`config.mk`:
```
export PLATFORM = sky130hd
export DESIGN_NAME = spi_transaction_fsm
export DESIGN_NICKNAME = d
export VERILOG_FILES = /design/src/rtl/spi_pkg.sv /design/src/rtl/spi_bit_counter.sv /design/src/rtl/spi_transaction_fsm.sv
export SDC_FILE = /design/constraint.sdc
export NUM_CORES = 1
export LEC_CHECK = 0
export ABC_AREA = 1
export CORE_AREA = 2 2 39 41
export DETAILED_ROUTE_END_ITERATION = 8
export DIE_AREA = 0 0 41 43
export DONT_BUFFER_PORTS = 1
export PLACE_DENSITY = 0.71
export SETUP_SLACK_MARGIN = 0.4
export SYNTH_ARGS = -nofsm -noshare
export SYNTH_HDL_FRONTEND = slang
export SYNTH_HIERARCHICAL = 1
export SYNTH_SLANG_ARGS = --single-unit
```
`constraint.sdc`:
```
create_clock -name clk -period 1.8 [get_ports clk]
set_input_delay 0.36 -clock clk [delete_from_list [all_inputs] [get_ports clk]]
set_output_delay 0.36 -clock clk [all_outputs]
set_load 0.01 [all_outputs]
```
`src/rtl/spi_pkg.sv`:
```
// Shared SPI memory definitions: transaction FSM state encoding and default field widths.
package spi_pkg;

   localparam int DEF_ADDR_BITS = 7;
   localparam int DEF_WORD_BITS = 8;

   typedef enum logic [2:0] {
      IDLE        = 3'd0,
      GET_ADDR    = 3'd1,
      GOT_ADDR    = 3'd2,
      READ_LOAD   = 3'd3,
      READ_SHIFT  = 3'd4,
      WRITE_SHIFT = 3'd5,
      WRITE_STORE = 3'd6,
      DONE        = 3'd7
   } spi_state_t;

   // Wide enough to hold the larger of the two phase lengths without wrapping.
   function automatic int cnt_width(input int addr_bits, input int word_bits);
      int longest;
      longest = ((addr_bits + 1) > word_bits) ? (addr_bits + 1) : word_bits;
      return $clog2(longest + 1);
   endfunction

endpackage

```
`src/rtl/spi_bit_counter.sv`:
```
// SCLK edge counter for one transaction phase; at_terminal flags that the next increment hits terminal.
module spi_bit_counter #(
   parameter int CNT_W = 4
) (
   input  logic             clk,
   input  logic             reset_n,
   input  logic             clear,
   input  logic             inc,
   input  logic [CNT_W-1:0] terminal,
   output logic             at_terminal
);

   logic [CNT_W-1:0] count;

   assign at_terminal = ((count + CNT_W'(1)) == terminal);

   always_ff @(posedge clk or negedge reset_n) begin
      if (!reset_n) begin
         count <= '0;
      end else if (clear) begin
         count <= '0;
      end else if (inc) begin
         count <= count + CNT_W'(1);
      end
   end

endmodule

```
`src/rtl/spi_transaction_fsm.sv`:
```
// SPI slave transaction sequencer: address+R/W byte, then one data byte; Moore outputs, all registered.
module spi_transaction_fsm
   import spi_pkg::*;
#(
   parameter int ADDR_BITS = DEF_ADDR_BITS,
   parameter int WORD_BITS = DEF_WORD_BITS
) (
   input  logic clk,
   input  logic reset_n,
   input  logic cs_n,
   input  logic sclk_posedge,
   input  logic sclk_negedge,
   input  logic rw_bit,
   output logic addr_we,
   output logic sr_we,
   output logic dm_we,
   output logic miso_bufe,
   output logic busy
);

   localparam int               CNT_W   = cnt_width(ADDR_BITS, WORD_BITS);
   localparam logic [CNT_W-1:0] ADDR_TC = CNT_W'(ADDR_BITS + 1);
   localparam logic [CNT_W-1:0] WORD_TC = CNT_W'(WORD_BITS);

   spi_state_t       state;
   logic             cnt_clear;
   logic             cnt_inc;
   logic             cnt_tc;
   logic [CNT_W-1:0] cnt_term;

   // Only the edge that belongs to the current phase is counted; everything else is dropped.
   always_comb begin
      cnt_clear = cs_n || (state == IDLE) || (state == GOT_ADDR);
      cnt_inc   = ((state == GET_ADDR)    && sclk_posedge) ||
                  ((state == WRITE_SHIFT) && sclk_posedge) ||
                  ((state == READ_SHIFT)  && sclk_negedge);
      cnt_term  = (state == GET_ADDR) ? ADDR_TC : WORD_TC;
   end

   spi_bit_counter #(
      .CNT_W (CNT_W)
   ) u_bit_counter (
      .clk         (clk),
      .reset_n     (reset_n),
      .clear       (cnt_clear),
      .inc         (cnt_inc),
      .terminal    (cnt_term),
      .at_terminal (cnt_tc)
   );

   // Outputs are assigned alongside the state they decode, so each equals a decode of the new state.
   always_ff @(posedge clk or negedge reset_n) begin
      if (!reset_n) begin
         state     <= IDLE;
         addr_we   <= 1'b0;
         sr_we     <= 1'b0;
         dm_we     <= 1'b0;
         miso_bufe <= 1'b0;
         busy      <= 1'b0;
      end else begin
         addr_we   <= 1'b0;
         sr_we     <= 1'b0;
         dm_we     <= 1'b0;
         miso_bufe <= 1'b0;
         busy      <= 1'b1;
         if (cs_n) begin
            state <= IDLE;
            busy  <= 1'b0;
         end else begin
            case (state)
               IDLE: state <= GET_ADDR;
               GET_ADDR: begin
                  if (sclk_posedge && cnt_tc) begin
                     state   <= GOT_ADDR;
                     addr_we <= 1'b1;
                  end
               end
               GOT_ADDR: begin
                  if (rw_bit) begin
                     state <= READ_LOAD;
                     sr_we <= 1'b1;
                  end else begin
                     state <= WRITE_SHIFT;
                  end
               end
               READ_LOAD: begin
                  state     <= READ_SHIFT;
                  miso_bufe <= 1'b1;
               end
               READ_SHIFT: begin
                  if (sclk_negedge && cnt_tc) begin
                     state <= DONE;
                  end else begin
                     miso_bufe <= 1'b1;
                  end
               end
               WRITE_SHIFT: begin
                  if (sclk_posedge && cnt_tc) begin
                     state <= WRITE_STORE;
                     dm_we <= 1'b1;
                  end
               end
               WRITE_STORE: state <= DONE;
               default:     state <= state;
            endcase
         end
      end
   end

endmodule
```
==> reports/results.ini, run 1 <==
[setup_path]
crit_path_start = u_bit_counter/count[0]
worst-path-stages = 12
slowest_stage = dfrtp_1
path_delay_family = simple AND/OR/NAND/NOR gates
cp-end-kind = flip-flop
endpoint = state[2]
required_ns = 2.03
worst-path-buf-inv = 1
reg2reg_depth = 12
r2r_start = u_bit_counter/count[0]
path_cells = buf_6 -> nand3_2 -> nand2_1 -> nand3_1 -> nand2_2 -> nor2_2 -> nand2_1 -> nand2_2 -> nand2_2 -> nor2_4 -> nand3_1 -> nand2_1
path_class = reg2reg
rrSetupSlack_ns = 0.20
critPathMaxFanout = 7
cp-start-kind = flip-flop
critPathArrivalTime_ns = 1.83
reg2reg_to = state[2]
crit_path_max_incr_delay_ns = 0.43

[global_route]
grt_overflow = 0
antenna_found_initial = 0
grt_max_degree = 13
grt_usage = 0.228
grt_pass1_vias = 629
grt_pass1_wl_microns = 2670

[clock_network]
cts_root_buf = clkbuf_4
cts_tree = yes
clockBufferDepth = 2
clock_latency_ns = 0.28
cts_buffers = 3
htree_levels = 1
clkTransAtPathRegs_ns = 0.08
cts.sinks = 12

[die]
die_y_microns = 43
initial_utilization = 0.519
dieArea_sq_um = 1760
core_sq_um = 1380
boundaryPins = 11
rows = 14
die_x_microns = 41

[drt]
ant_nets = 0
wl_met3_microns = 109
highest_layer = met4
m1WireLength_microns = 725
dr_total_vias = 732
drt_iter0_drc = 37
avgRoutedWirePerCell_microns = 12.7
drtPass1Iterations = 4
routed_via_density = 5.30
wirelength_microns = 1750
post-route-drc-count = 0
wl_met2_microns = 879

[power_and_ir_drop]
power.switching_mw = 0.314
comb_power_share = 0.296
ir_drop_mv = 0.401
seqPwrFrac = 0.430
p_int_mw = 0.507
p_per_area_nw_per_um2 = 889
switching_share = 0.382
leakagePower_nw = 0.471
clkPwrFrac = 0.274

[layout]
syn2layout_area_growth_pct = 28.6
final_common_cell = nand2_1
drive_gt1_frac = 0.287
antennaDiodeCount = 0
final_cell_mix = nand2_1, inv_1, dfrtp_1
finalNetCount = 130
fillers = 123
utilization = 0.667

[place]
place_congestion = 0.848
post-place-ws_ns = 0.0911
hpwl_microns = 1030
io_buffers = 0

[sta]
grt_setup_unrepaired = yes
slew_headroom = 0.649
period_share = 0.888
slew_violations = 0
setup_viol = 0
fmax_mhz = 626
period_minus_slack_ns = 1.60
finalHoldViolations = 0
skew_ns = 0.00319
setup_tns_ns = 0
worst_pin_slew_ns = 0.525
finalWorstSetupSlack_ns = 0.202

[synthesis]
netlist_area_sq_um = 718
avgSynthCellArea_sq_um = 6.97
synth_top_area_share = 0.418
ys_ff_latch = 12
ys_seq_area_frac = 0.418
synth.distinct_cells = 21
ys_top_cells_by_area = dfrtp_1, nand2_1, inv_1
synth.largest_area_cell = dfrtp_1
ys_warn_count = 6
synthCells = 103

[worst_hold_path]
hold_depth = 1
min_path_type = in2reg

[outcome]
outcome = completed

[job]
maxCapViolCount = 0

worst min path at each step:
stage          startpoint                endpoint
6_report             cs_n               miso_bufe
5_1_grt              cs_n               miso_bufe
3_3_place_gp      reset_n  u_bit_counter/count[3]
2_1_floorplan     reset_n                 addr_we
3_5_place_dp      reset_n                    busy
4_1_cts              cs_n               miso_bufe
registers in the layout, summed over array words and instances (netlist names):
name,count
addr_we,1
busy,1
dm_we,1
miso_bufe,1
sr_we,1
state,3
u_bit_counter/count,4
synthesized netlist by cell type:
cell type  instances
dfrtp_1           12
nor2_1             6
a21oi_1            2
nor2_2             2
inv_2              2
nand2_1           32
inv_1             15
nand3_1           11
ha_1               1
nand4_1            3
conb_1             2
o22ai_1            2
nand3_2            1
o21ai_0            3
clkinv_1           1
nand2_2            3
nor4_1             1
buf_2              1
a21oi_2            1
a32o_1             1
o21ai_1            1
through the flow:
stage / area (sq um) / std cells / hold WS (ns) / power, mW
finish: 923 / 138 / 0.123 / 0.821
global route: 923 / 138 / 0.132 / 0.860
CTS: 897 / 138 / 0.129 / 0.798
detailed placement: 768 / 125 / 0.0647 / 0.553
global placement: 768 / 125 / 0.0647 / 0.551
floorplan: 746 / 109 / 0.0644 / 0.513
power by group through the flow:
stage | Combinational, mW | Clock [mW] | Sequential, mW
after floorplan | 0.180 | 0 | 0.333
after global placement | 0.199 | 0 | 0.351
after detailed placement | 0.200 | 0 | 0.353
after CTS | 0.230 | 0.219 | 0.349
after global routing | 0.273 | 0.230 | 0.357
final | 0.243 | 0.225 | 0.353
repair_timing:
item                       4_1_cts  5_1_grt
setup buffers                    8        0
hold endpoints to repair        12        0
gates resized for setup          6        9
hold buffers                     1        0
pin swaps                       10        5
setup endpoints to repair        6       10
area by class of cell:
class | instances | area [sq um] | area share
tap | 16 | 20.0 | 0.0217
multi-input combinational | 78 | 418 | 0.453
inverter | 18 | 67.6 | 0.0732
clock buffer | 4 | 36.3 | 0.0393
timing repair buffer | 10 | 81.3 | 0.0881
sequential | 12 | 300 | 0.325
metal layers:
metal  track usage  vias up
li1              -      357
met1         0.321      340
met2         0.334       30
met3        0.0314        5
met4         0.100        0
met5             0        -
worst register-to-register path, stage by stage (launching register included):
cell	delay (ns)
dfrtp_1	0.43
buf_6	0.16
nand3_2	0.09
nand2_1	0.06
nand3_1	0.10
nand2_2	0.07
nor2_2	0.15
nand2_1	0.10
nand2_2	0.09
nand2_2	0.06
nor2_4	0.10
nand3_1	0.07
nand2_1	0.06
logic make-up (layout without fill, tap and decap cells):
logic type / Yosys count / after routing / synth area share
AOI/OAI and AO/OA: 10 / 10 / 0.0854
adders and majority gates: 1 / 1 / 0.0174
buffers and inverters: 19 / 32 / 0.101
DFF: 12 / 12 / 0.418
other: 2 / 8 / 0.0105
and+or+nand+nor: 59 / 59 / 0.368
No activity file was read; power rests on OpenSTA's default activity.
==> run 2, diff against run 1 <==
--- a/config.mk
+++ b/config.mk
@@ -10,6 +10,7 @@
 export DETAILED_ROUTE_END_ITERATION = 8
 export DIE_AREA = 0 0 41 43
 export DONT_BUFFER_PORTS = 1
+export GPL_TIMING_DRIVEN = 0
 export PLACE_DENSITY = 0.71
 export SETUP_SLACK_MARGIN = 0.4
 export SYNTH_ARGS = -nofsm -noshare
==> reports/results.ini, run 2 (same netlist as run 1, synthesis figures left out) <==
[sta]
period_share = 0.883
worst_pin_slew_ns = 0.545
slew_headroom = 0.636
setup_viol = 0
period_minus_slack_ns = 1.59
grt_setup_unrepaired = yes
fmax_mhz = 629
setup_tns_ns = 0
finalHoldViolations = 0
skew_ns = 0.00509
slew_violations = 0

[clock_network]
cts.sinks = 12
clock_latency_ns = 0.28
clkTransAtPathRegs_ns = 0.08
htree_levels = 1
cts_tree = yes
cts_buffers = 3
cts_root_buf = clkbuf_4
clockBufferDepth = 2

[layout]
instances_no_fill = 142
largest-register = u_bit_counter/count
largest_reg_flops = 4
final_cell_mix = nand2_1, inv_1, buf_4
drive_gt1_frac = 0.294
fillers = 114
finalNetCount = 135
top_regs = u_bit_counter/count (4), state (3)
syn2layout_area_growth_pct = 30.7
antennaDiodeCount = 0
final_common_cell = nand2_1

[drt]
avgRoutedWirePerCell_microns = 11.6
routed_via_density = 5.09
drt_iter0_drc = 22
ant_nets = 0
post-route-drc-count = 0
dr_total_vias = 723
wirelength_microns = 1650
drtPass1Iterations = 4

[place]
io_buffers = 0
place_congestion = 0.881
dpl.cell_count = 125
hpwl_microns = 1010

[die]
initial_utilization = 0.519
dieArea_sq_um = 1760
core_sq_um = 1380
die_y_microns = 43
die_x_microns = 41
rows = 14
boundaryPins = 11

[power_and_ir_drop]
comb_power_share = 0.347
p_per_area_nw_per_um2 = 827
clkPwrFrac = 0.221
p_int_mw = 0.478
finalPower_mw = 0.776
seqPwrFrac = 0.432
ir_drop_mv = 0.470
switching_share = 0.384
power.switching_mw = 0.298
leakagePower_nw = 0.489

[global_route]
grt_usage = 0.226
antenna_found_initial = 0
grt_pass1_wl_microns = 2730
grt_max_degree = 13
grt_overflow = 0
grt_pass1_vias = 680

[setup_path]
required_ns = 2.02
cp-end-kind = flip-flop
path_class = reg2reg
cp-start-kind = flip-flop
critPathMaxFanout = 3
critPathArrivalTime_ns = 1.81

[outcome]
outcome = completed

[job]
maxCapViolCount = 0

[worst_hold_path]
min_path_type = in2reg

[run 2: cell count changes in the layout (fill, tap and decap cells not counted), moves of 2 or more]
cell     delta
nand2_2     -2
nand2_1     +2
nor2_2      -2
nor2_1      +2
buf_4       +4
[run 2: per-layer routing]
metal / up-vias / routed length, microns / track usage
met4: 0 / 35 / 0.107
met3: 5 / 76 / 0.0314
li1: 366 / - / -
met2: 24 / 787 / 0.347
met5: - / 0 / 0
met1: 328 / 752 / 0.298
[run 2: through the flow]
step | instance area [sq um] | setup WS (ns) | util | hold WS (ns)
after floorplan | 746 | 0.220 | - | 0.0644
after global placement | 766 | 0.0383 | 0.553 | 0.0647
after detailed placement | 766 | 0.0271 | 0.553 | 0.0647
after CTS | 907 | 0.238 | 0.656 | 0.123
after global routing | 938 | 0.0969 | 0.678 | 0.123
final | 938 | 0.210 | 0.678 | 0.122
[run 2: power groups by stage]
stage | registers [mW] | clock network [mW] | logic (mW)
6_report | 0.335 | 0.171 | 0.269
5_1_grt | 0.341 | 0.178 | 0.306
3_3_place_gp | 0.341 | 0 | 0.209
2_1_floorplan | 0.333 | 0 | 0.180
4_1_cts | 0.334 | 0.167 | 0.248
3_5_place_dp | 0.343 | 0 | 0.210
[run 2: layout make-up]
| class | count | area (sq um) | share of cell area |
|---|---|---|---|
| plain buffers | 1 | 5.00 | 0.00533 |
| multi-input cells | 78 | 410 | 0.437 |
| clock buffers | 3 | 22.5 | 0.0240 |
| repair buffers | 14 | 111 | 0.119 |
| well taps | 16 | 20.0 | 0.0213 |
| flip-flops and latches | 12 | 302 | 0.321 |
| inverters | 18 | 67.6 | 0.0720 |
[run 2: worst max-delay path, cell delays in order, from the launching register on]
cell and delay (ns):
dfrtp_1 0.43, ha_4 0.19, nand2_1 0.10, nand2_2 0.07
nand2_1 0.05, nand2_1 0.04, nand2_1 0.06, nor2_2 0.04
nand2_1 0.08, nand3_2 0.10, buf_4 0.16, buf_6 0.10
a21oi_2 0.09
[run 2: final timing paths]
| kind | cells after the start | slack (ns) | startpoint | to |
|---|---|---|---|---|
| worst max-delay path | 12 | 0.21 | u_bit_counter/count[1] | miso_bufe |
| worst min register to register | 3 | 0.56 | state[2] | addr_we |
| min in group asynchronous | 1 | 0.50 | reset_n | addr_we |
| worst max register to register | 12 | 0.21 | u_bit_counter/count[1] | miso_bufe |
| max in group asynchronous | 1 | 0.91 | reset_n | u_bit_counter/count[0] |
| worst min-delay path | 1 | 0.12 | cs_n | miso_bufe |
[run 2: timing repair]
action | in CTS | in global routing
pin swaps | 6 | 8
hold buffers | 1 | 0
gates resized for setup | 10 | 3
endpoints found under the setup margin | 6 | 9
setup buffers | 10 | 3
hold endpoints to repair | 12 | 0
==> variant 1: new RTL, settings of run 2 <==
The package constant `DEF_ADDR_BITS` goes from 7 to 6.
--- a/src/rtl/spi_pkg.sv
+++ b/src/rtl/spi_pkg.sv
@@ -3,3 +3,3 @@
 
-   localparam int DEF_ADDR_BITS = 7;
+   localparam int DEF_ADDR_BITS = 6;
    localparam int DEF_WORD_BITS = 8;
Check against the original RTL: not equivalent (Yosys sat finds a counterexample within 10 cycles, from zero or initial values and one cycle with reset_n low).
==> variant 1 against run 2 <==
- area after synthesis decreased by 0.35%
- sequential cell count did not move
- die area unchanged
- final area increased by 0.40%
- worst setup slack lost 180 ps
- wire length down 0.79%
- sequential share of layout area barely moved
- critical path type unchanged
- highest routed layer unchanged
Power is not compared: it rests on default switching activity, and its combinational part moved more than twofold at a synthesized area within 25%.
==> variant 1: results (changes against run 2) <==
status = completed (unchanged)
Hold Slack = 138 ps (was 122 ps)
mean routed wirelength per cell = 12.1 µm (was 11.6 µm)
n_diodes = 0 (unchanged)
first-pass GRT wire length = 2570 µm (was 2730 µm)
DP Area = 751 µm² (was 766 µm²)
dpl hpwl = 1080 µm (was 1010 µm)
top_reg_cell synth = dfrtp_1 (unchanged)
top post-synthesis cells by area = dfrtp_1, nand2_1, inv_1 (unchanged)
final cell count without fillers = 136 (was 142)
Fill cells = 93 (was 114)
Syn Nets = 109
Final Wtd Congestion = 0.816 (was 0.881)
top cells by count, synth = nand2_1, inv_1, nand3_1 (was nand2_1, inv_1, dfrtp_1)
arrival time worst endpoint = 1930 ps (was 1810 ps)
gr ovfl total = 0 (unchanged)
CTS Root Buffer Type = clkbuf_4 (unchanged)
drt pass-1 iters = 6 (was 4)
placed insts = 118 (was 125)
Worst-Skew Late Latency = 270 ps
GRT Overall Usage = 21.4% (was 22.6%)
vias in the first global route = 618 (was 680)
Layout Skew = 8.57 ps (was 5.09 ps)
initial antenna violation count = 0 (unchanged)
Max VDD drop = 0.000937 V
biggest regs = u_bit_counter/count: 4 flops, state: 3 flops (unchanged)
layout cells sized above 1 = 34.2% (was 29.4%)
max_slew headroom = 63.0% (was 63.6%)
worst slack, placed = -152 ps (was 27.1 ps)
Worst Path Max Fanout = 5 (was 3)
R2R setup slack = 30 ps (was 210 ps)
Cells after Synth = 102 (was 103)
Hold Path Class = in2reg (unchanged)
crit-path max cell delay = 360 ps (was 430 ps)
Yosys cell types = 17 (was 21)
Vias/cell = 5.26 (was 5.09)
yosys warns = 6 (unchanged)
Seq/Total Area, Yosys = 42.0% (was 41.8%)
DRT iter0 DRCs = 31 (was 22)
NumNets Final = 128 (was 135)
CTS H-tree depth = 1 (unchanged)
period utilization = 98.4% (was 88.3%)
[variant 1: cell count changes after synthesis, moves of 2 or more]
cell     change
nand2_2      -3
conb_1       -2
nand3_1      +2
inv_1        +3
[variant 1: cell type report]
| cell class | instances | area share, % |
|---|---|---|
| multi-input cells | 69 | 40.9 |
| flip-flops and latches | 12 | 32.1 |
| repair buffers | 14 | 11.8 |
| plain buffers | 1 | 1.20 |
| well taps | 16 | 2.12 |
| inverters | 20 | 7.97 |
| clock buffers | 4 | 3.85 |
[variant 1: power by group through the flow]
stage / combinational, mW / sequential (mW) / clock, mW
after global routing: 0.841 / 0.349 / 0.231
after detailed placement: 0.448 / 0.374 / 0
after CTS: 0.588 / 0.346 / 0.217
after global placement: 0.439 / 0.373 / 0
final: 0.759 / 0.345 / 0.210
after floorplan: 0.384 / 0.361 / 0
[variant 1: worst reg2reg max path, cell delays in order (launching register included)]
cell and delay, ps:
dfrtp_1 360, inv_2 60, nor2_4 120, inv_2 60, nor2_4 150, buf_4 130
inv_2 40, inv_1 40, nand3_1 70, nand2_1 90, nor2_2 50, nand2_1 90
inv_1 50, nor2_1 180, nor2_4 60, nand3_1 60, nand2_1 50
[variant 1: logic make-up (layout without fill, tap and decap cells)]
family,after synthesis,count (layout),share of synthesized area (%)
fa+ha+maj,1,1,1.75
flops,12,12,42.0
buf+inv,21,39,12.1
simple gates,58,58,35.7
compound gates,10,10,8.57
[variant 1: repair_timing]
item                       in CTS  in global routing
gates cloned                    0                  0
resized for setup               7                 12
hold buffers                    1                  0
pin swaps                       5                 10
hold endpoints to repair       12                  0
setup endpoints to repair       7                  8
buffers inserted                7                  6
[variant 1: metrics by stage]
stage | power [mW] | utilization (%)
after global routing | 1.42 | 68.1
after global placement | 0.812 | 54.2
after floorplan | 0.745 | -
after CTS | 1.15 | 62.7
final | 1.31 | 68.1
after detailed placement | 0.822 | 54.2
[variant 1: worst paths after layout]
path	to	from	depth (start not counted)
max	state[1]	state[0]	16
min	addr_we	cs_n	1
max reg2reg	state[1]	state[0]	16
min reg2reg	sr_we	state[2]	3
max in group asynchronous	u_bit_counter/count[0]	reset_n	1
min in group asynchronous	state[0]	reset_n	1
[variant 1: layer usage]
metal / GRT usage, % / vias to the layer above / routed length, µm
met1: 29.3 / 335 / 696
met2: 32.8 / 16 / 863
met4: 8.00 / 0 / 23
met5: 0 / - / 0
li1: - / 359 / -
met3: 3.14 / 6 / 55
==> variant 2: new RTL, config.mk and constraints of run 2 <==
Without the edit above. Make the reset (`reset_n`) synchronous in 2 clocked blocks.
--- a/src/rtl/spi_bit_counter.sv
+++ b/src/rtl/spi_bit_counter.sv
@@ -16,3 +16,3 @@
 
-   always_ff @(posedge clk or negedge reset_n) begin
+   always_ff @(posedge clk) begin
       if (!reset_n) begin
--- a/src/rtl/spi_transaction_fsm.sv
+++ b/src/rtl/spi_transaction_fsm.sv
@@ -51,3 +51,3 @@
    // Outputs are assigned alongside the state they decode, so each equals a decode of the new state.
-   always_ff @(posedge clk or negedge reset_n) begin
+   always_ff @(posedge clk) begin
       if (!reset_n) begin
Check against the original RTL: differs if reset_n is asserted again (counterexample within 4 cycles, from zero or initial values and one cycle with reset_n low); with reset_n held inactive, the same outputs for 10 cycles.
==> variant 2 against run 2 <==
- area after synthesis fell by 7.7%
- synthesized cell count rose by 0.97%
- final area fell by 11%
- critical endpoint is now state[1]
- sequential cell count did not move
- worst setup slack improved by 43 ps
- global-route usage fell by 5.1 points
- wire length fell by 19%
- largest cell class unchanged
Power is not compared: it rests on default switching activity, and its combinational part moved more than twofold at a synthesized area within 25%.
==> variant 2: results (changes against run 2) <==
status = completed (unchanged)
first-pass GRT wire length = 2010 µm (was 2730 µm)
Seq/Total Area, Yosys = 36.2% (was 41.8%)
Layout Skew = 4.29 ps (was 5.09 ps)
crit-path max cell delay = 370 ps (was 430 ps)
RR Startpoint = u_bit_counter/count[0] (was u_bit_counter/count[1])
biggest regs = u_bit_counter/count: 4 flops, state: 3 flops (unchanged)
setup TNS = 0 ps (unchanged)
cell taking the most area after synthesis = dfxtp_1 (was dfrtp_1)
Hold EP = addr_we (was miso_bufe)
Yosys cell types = 20 (was 21)
GRT Overall Usage = 17.5% (was 22.6%)
dpl hpwl = 965 µm (was 1010 µm)
FF-to-FF path depth = 14 (was 12)
Worst-Skew Late Latency = 270 ps
vias in the first global route = 524 (was 680)
Worst Path Max Fanout = 5 (was 3)
Worst R2R End = state[1] (was miso_bufe)
DP Area = 726 µm² (was 766 µm²)
Final Wtd Congestion = 0.762 (was 0.881)
layout cells sized above 1 = 26.3% (was 29.4%)
cell count of the worst hold path = 2 (was 1)
CP max-delay cell = dfxtp_4 (was dfrtp_1)
top cells by count, synth = nand2_1, inv_1, dfxtp_1 (was nand2_1, inv_1, dfrtp_1)
Fill cells = 137 (was 114)
Hold Startpoint = sclk_posedge (was cs_n)
Vias = 649 (was 723)
R2R setup slack = 250 ps (was 210 ps)
largest net degree at the start of global routing = 8 (was 13)
arrival time worst endpoint = 1700 ps (was 1810 ps)
mean routed wirelength per cell = 9.96 µm (was 11.6 µm)
DRT iter0 DRCs = 8 (was 22)
NumNets Final = 126 (was 135)
FFs w/ async S/R, synth = 0% (was 100%)
Reg clk slew, reported paths = 80 ps (about the same)
CTS Root Buffer Type = clkbuf_4 (unchanged)
top post-synthesis cells by area = dfxtp_1, nand2_1, inv_1 (was dfrtp_1, nand2_1, inv_1)
worst slack, placed = 191 ps (was 27.1 ps)
variant 2: cell types whose count changed after synthesis, sizes merged, moves of 3 or more:
cell | run 2 | this run
dfrtp | 12 | 0
nor3 | 0 | 3
o21ai | 4 | 1
dfxtp | 0 | 12
variant 2: how the worst max path moves through the flow:
| stage | startpoint | end | slack [ps] |
|---|---|---|---|
| floorplan | u_bit_counter/count[1] | state[1] | 350 |
| detailed placement | u_bit_counter/count[0] | state[1] | 190 |
| global placement | u_bit_counter/count[0] | state[1] | 240 |
| global route | u_bit_counter/count[2] | state[1] | 130 |
| CTS | u_bit_counter/count[1] | state[1] | 220 |
| finish | u_bit_counter/count[0] | state[1] | 250 |
variant 2: kinds of logic after synthesis:
group	synth area share, %
AND/OR/NAND/NOR	41.7
adder cells (fa/ha/maj)	1.89
flip-flops	36.2
other	1.13
buffers and inverters	10.8
AO/OA/AOI/OAI	8.30
variant 2: power by group through the flow:
stage | Clock [mW] | Combinational (mW) | Sequential [mW]
finish | 0.211 | 0.0569 | 0.277
global route | 0.234 | 0.0650 | 0.278
CTS | 0.220 | 0.0516 | 0.276
detailed placement | 0 | 0.0497 | 0.284
global placement | 0 | 0.0486 | 0.284
floorplan | 0 | 0.0426 | 0.282
variant 2: metrics by stage:
stage                     power, mW  util [%]  cells  hold WS [ps]
after global routing          0.577      60.3    134           210
final                         0.544      60.3    134           228
after floorplan               0.325         -    110           500
after detailed placement      0.334      52.4    126           514
after global placement        0.333      52.4    126           514
after CTS                     0.547      57.6    134           221
variant 2: timing repair:
item,in CTS,in global routing
pin swaps,3,11
endpoints found under the setup margin,2,8
buffers inserted,4,0
resized for setup,2,11
endpoints found under the hold margin,0,0
variant 2: worst max-delay path, delay by kind of cell, from the launching register on:
kind / cells / cell delay [ps]
adders and majority gates: 1 / 160
buffers and inverters: 2 / 220
DFF: 1 / 370
and+or+nand+nor: 11 / 700
variant 2: cell type report:
| class | instances | area, µm² | share of cell area, % |
|---|---|---|---|
| Clock buffer | 4 | 36.3 | 4.35 |
| Sequential cell | 12 | 249 | 29.8 |
| Inverter | 19 | 71.3 | 8.55 |
| Timing Repair Buffer | 4 | 30.0 | 3.60 |
| Multi-Input combinational cell | 79 | 428 | 51.3 |
| Tap cell | 16 | 20.0 | 2.40 |
variant 2: layer usage:
layer	GRT usage (%)	part of all wire, %	wire length, µm	vias to the layer above
met3	4.71	1.9	25	2
li1	-	-	-	348
met2	30.0	57	761	9
met1	16.3	40	529	290
met5	0	0	0	-
met4	12.0	1.3	17	0
